$ cat src/rtl/pipes_pkg.sv
// Shared pipeline types for the front end.
// Fetch FSM states, reset vector and fetch-to-decode bundle.
package pipes;

    localparam logic [63:0] RESET_PC = 64'h8000_0000;

    typedef enum logic [1:0] {
        IDLE,
        REQ,
        WAIT,
        FULL
    } fetch_state_t;

    typedef struct packed {
        logic [31:0] raw_instr;
    } fetch_data_t;

    function automatic logic [63:0] align_pc(
        input logic [63:0] pc
    );
        return {pc[63:2], 2'b00};
    endfunction

endpackage

$ cat src/rtl/fetch_ctrl.sv
// Instruction fetch controller: one outstanding bus request,
// a one-entry instruction buffer and redirect handling.
module fetch_ctrl
    import pipes::*;
#(
    parameter logic [63:0] RESET_PC = pipes::RESET_PC
) (
    input  logic        clk,
    input  logic        reset,
    output logic        ireq_valid,
    output logic [63:0] ireq_addr,
    input  logic        iresp_addr_ok,
    input  logic        iresp_data_ok,
    input  logic [31:0] iresp_data,
    output logic        fetch_valid,
    output fetch_data_t fetch_data,
    output logic [63:0] fetch_pc,
    input  logic        fetch_ready,
    input  logic        redirect_valid,
    input  logic [63:0] redirect_pc,
    output logic [63:0] fetch_count
);

    fetch_state_t state;
    logic [63:0]  pc;
    logic [63:0]  pending_pc;
    logic         discard;
    logic [31:0]  raw_instr;

    logic [63:0]  redir_pc;
    logic         drop;
    logic [63:0]  resume_pc;

    assign redir_pc  = align_pc(redirect_pc);

    // A redirect arriving with the response kills it just like
    // one that arrived earlier; the newest target wins.
    assign drop      = discard | redirect_valid;
    assign resume_pc = redirect_valid ? redir_pc : pending_pc;

    always_ff @(posedge clk) begin
        if (reset) begin
            state       <= IDLE;
            pc          <= RESET_PC;
            pending_pc  <= '0;
            discard     <= 1'b0;
            fetch_count <= '0;
            raw_instr   <= '0;
        end else begin
            unique case (state)
                IDLE: begin
                    state <= REQ;
                    if (redirect_valid) begin
                        pc <= redir_pc;
                    end
                end
                REQ: begin
                    if (iresp_addr_ok && iresp_data_ok) begin
                        if (drop) begin
                            pc      <= resume_pc;
                            discard <= 1'b0;
                        end else begin
                            raw_instr <= iresp_data;
                            state     <= FULL;
                        end
                    end else begin
                        if (redirect_valid) begin
                            pending_pc <= redir_pc;
                            discard    <= 1'b1;
                        end
                        if (iresp_addr_ok) begin
                            state <= WAIT;
                        end
                    end
                end
                WAIT: begin
                    if (iresp_data_ok) begin
                        if (drop) begin
                            pc      <= resume_pc;
                            discard <= 1'b0;
                            state   <= REQ;
                        end else begin
                            raw_instr <= iresp_data;
                            state     <= FULL;
                        end
                    end else if (redirect_valid) begin
                        pending_pc <= redir_pc;
                        discard    <= 1'b1;
                    end
                end
                FULL: begin
                    if (redirect_valid) begin
                        pc    <= redir_pc;
                        state <= REQ;
                    end else if (fetch_ready) begin
                        pc          <= pc + 64'd4;
                        fetch_count <= fetch_count + 64'd1;
                        state       <= REQ;
                    end
                end
                default: begin
                    state <= IDLE;
                end
            endcase
        end
    end

    assign ireq_valid           = (state == REQ);
    assign ireq_addr            = pc;
    assign fetch_valid          = (state == FULL) && !redirect_valid;
    assign fetch_data.raw_instr = raw_instr;
    assign fetch_pc             = pc;

endmodule

$ cat config.mk
export PLATFORM = sky130hd
export DESIGN_NAME = fetch_ctrl
export DESIGN_NICKNAME = d
export VERILOG_FILES = /design/src/rtl/pipes_pkg.sv /design/src/rtl/fetch_ctrl.sv
export SDC_FILE = /design/constraint.sdc
export NUM_CORES = 1
export LEC_CHECK = 0
export ABC_AREA = 1
export BUFFER_PORTS_ARGS = -buffer_cell sky130_fd_sc_hd__buf_2
export CAP_MARGIN = 0
export CORE_MARGIN = 4
export CORE_UTILIZATION = 40
export DETAILED_ROUTE_END_ITERATION = 6
export GPL_TIMING_DRIVEN = 0
export SLEW_MARGIN = 20
export SYNTH_ARGS = -nofsm -noshare
export SYNTH_HDL_FRONTEND = slang
export SYNTH_SLANG_ARGS = --single-unit
$ cat constraint.sdc
create_clock -name clk -period 4.6 [get_ports clk]
set_clock_uncertainty 0.15 [all_clocks]
set_input_delay 0.46 -clock clk [delete_from_list [all_inputs] [get_ports clk]]
set_output_delay 0.46 -clock clk [all_outputs]
set_load 0.1 [all_outputs]
==> impl_metrics.yaml <==
cts:
  htree_num_levels: 1
  postCtsSetupBuffers: 0
  clockBufferDepth: 3
  numCtsBuffers: 27
  post_cts_resized: 0
  cts_root_buf: "clkbuf_16"
  cts.sinks: 227
  cts_hold_buf: 9
  cts_tree: "yes"
  insertion_delay_ps: 550
  clk_pin_slew_ps: 60
floorplan:
  die_h_um: 196.9
  io_pins: 328
  rows: 68
  start_util: 0.4091
  die_area_um2: 38770
  core_region_area_um2: 34880
  dieWidth_um: 196.9
cells_and_area:
  num-fill-cells: 3807
  final_util: 0.4998
  nNetsFinal: 2834
  drive_gt1_frac: 0.1778
  areaGrowthSynthToFinish_pct: 22.16
critical_path:
  cp_data_required_time_ps: 4830
  cpLargestDelayFamily: "buffers and inverters"
  r2r_cells: 8
  crit_slowest_cell: "clkbuf_1"
  rr_endpoint: "pending_pc[11]"
  cp_num_buf_inv: 4
  critPathCapture: "pending_pc[11]"
  arrival_ps: 3690
  crit_path_start: "state[0]"
  path_class: "register to register"
  critPathLaunchType: "register"
  slowest_delay_ps: 710
  path_max_fanout: 10
  crit_chain: "inv_1, ha_1, buf_2, nand2_1, nor2_1, clkbuf_1, clkbuf_1, a31oi_1"
  r2r_start: "state[0]"
  endpoint_kind: "register"
  crit_cells: 8
  cpMostUsedCell: "clkbuf_1"
  r2r_slack_ps: 1150
logic_synthesis:
  synth-seq-area-share: 0.3184
  syn_nets: 2472
  yosysWarnings: 0
  synth_area_um2: 14270
  synth_cells: 2363
  synth-seq-cells: 227
  ys_types: 50
  syn-mean-instance-area_um2: 6.040
worst_hold_path:
  holdCritPathClass: "primary input to register"
placed_design:
  dp_hpwl_um: 47380
  finalWeightedCongestion: 1.004
  io_buffers: 324
routing:
  vias: 17330
  avgViaCountPerCell: 5.408
  wire_per_inst_um: 19.31
  drtPass1Iterations: 6
  ant_nets: 0
  drt_iter0_drc: 1824
  drc: 0
  drt_wl_total_um: 61880
global_route:
  antenna_found_initial: 4
  grt_usage: 0.3016
  grt.overflow.total: 0
  grt_max_degree: 13
  grt_pass1_wl_um: 92830
  grt_pass1_vias: 15770
timing:
  fmax_mhz: 289.4
  slew-limit-headroom: 0.2930
  rsz0062_at_grt: "no"
  post-route-min-period_ps: 3455
  period_share: 0.7511
  maxSlewViolCount: 0
  fin_hold_ws_ps: 23.38
  report.final.setup_viol: 0
  finalSetupTns_ps: 0
  hold_violations: 0
  tightest_slew_ps: 1060
power:
  seqPwrFrac: 0.214
  p_clk_frac: 0.136
  leakage_nw: 7.677
  p_sw_mw: 9.946
  combPwrFrac: 0.650
  intPower_mw: 5.787
  switching_share: 0.6322
  ir_worst_vdd_uv: 870.9
  power_density_nw_per_um2: 902.4
flow_run:
  max-cap-violations: 0
status:
  outcome: "finished, final reports clean"
## how the worst min path moves through the flow
stage,depth (start not counted),slack (ps),start,endpoint
finish,3,20,iresp_data[26],fetch_data[26]
global route,3,20,iresp_data[27],fetch_data[27]
CTS,3,0.3,iresp_data[4],fetch_data[4]
detailed placement,2,300,pending_pc[0],pending_pc[0]
global placement,2,290,pending_pc[0],pending_pc[0]
floorplan,2,280,pending_pc[0],pending_pc[0]
## cell usage after synthesis (all sizes together)
library cell	instances	area (µm²)
o2111ai	2	17.52
nand4	43	269.0
a31oi	41	256.5
clkinv	1	3.750
or2	2	12.51
o21bai	6	45.04
nor2	400	1556
o21ai	208	1041
o22ai	4	25.02
a21oi	202	1011
nand3b	7	56.30
clkbuf	82	307.8
o221a	1	11.26
nor4	10	75.07
inv	173	654.4
xor2	10	87.58
nor3	40	242.7
o21a	5	37.54
a21boi	3	22.52
nand3	68	360.4
o221ai	2	17.52
nor3b	5	48.80
a21o	1	7.510
o31ai	3	22.52
and3	2	12.51
and2	4	25.03
dfxtp	227	4544
o211ai	5	37.54
nand2	692	2625
ha	7	87.58
a211oi	2	15.01
buf	90	604.3
xnor2	15	131.4
## sequential cells by signal, indices dropped and copies added (netlist names)
register	flops
fetch_data	32
fetch_count	64
pending_pc	64
state	2
discard	1
fetch_pc	64
## area by class of cell
cell class | count | area, µm² | area share
Tap cell | 455 | 569.3 | 0.03265
Sequential cell | 227 | 4544 | 0.2606
Antenna cell | 4 | 10.01 | 0.0005741
Multi-Input combinational cell | 1790 | 8158 | 0.4679
Timing Repair Buffer | 333 | 1712 | 0.09817
Clock inverter | 6 | 36.28 | 0.002081
Buffer | 172 | 912.1 | 0.05231
Clock buffer | 43 | 835.8 | 0.04794
Inverter | 174 | 658.1 | 0.03775
## metal layers
layer  vias up  routed length, µm  GRT usage
li1       8357                  -          -
met1      8048              27760     0.4385
met2       815              26970     0.4677
met3       106               5133    0.04222
met4         0               2018    0.08654
met5         -                  0          0
## per-stage QoR
stage	setup slack, ps	power (mW)	instance area (µm²)	instances
after floorplan	1821	11.26	14270	2363
after global placement	1300	13.43	16460	3142
after detailed placement	1319	13.50	16460	3142
after CTS	1293	15.67	17430	3200
after global routing	1089	16.45	17440	3204
final	1145	15.73	17440	3204
## worst min-delay path, stage by stage
cell	delay, ps
buf_2	70
o21ai_0	70
nor2_1	80
## kinds of logic (layout without fill, tap and decap cells)
kind of cell	Yosys count	count (layout)	synth area share
buf+inv	346	728	0.1100
compound gates	485	485	0.1799
other cells	0	4	0
fa+ha+maj	7	7	0.006136
simple gates	1273	1273	0.3702
xor+xnor	25	25	0.01534
flops	227	227	0.3184
## power groups by stage
stage | Clock (mW) | Sequential [mW] | Combinational, mW
6_report | 2.15 | 3.37 | 10.2
4_1_cts | 2.17 | 3.34 | 10.2
3_5_place_dp | 0 | 3.38 | 10.1
5_1_grt | 2.24 | 3.44 | 10.8
3_3_place_gp | 0 | 3.35 | 10.1
2_1_floorplan | 0 | 5.94 | 5.32
## cell usage in the layout (no fill, tap or decap), drive strengths merged, types with 5 or more instances in the layout
cell type    instances
inv                173
o21bai               6
nor3                40
buf                414
a21oi              202
nand3               68
dfxtp              227
xor2                10
nor2               400
nand3b               7
ha                   7
nand2              692
nor4                10
o21a                 5
nand4               43
clkbuf             125
o21ai              208
nor3b                5
clkinv               6
o211ai               5
dlygate4sd3          9
a31oi               41
xnor2               15
Power figures use the tool's default switching activity.
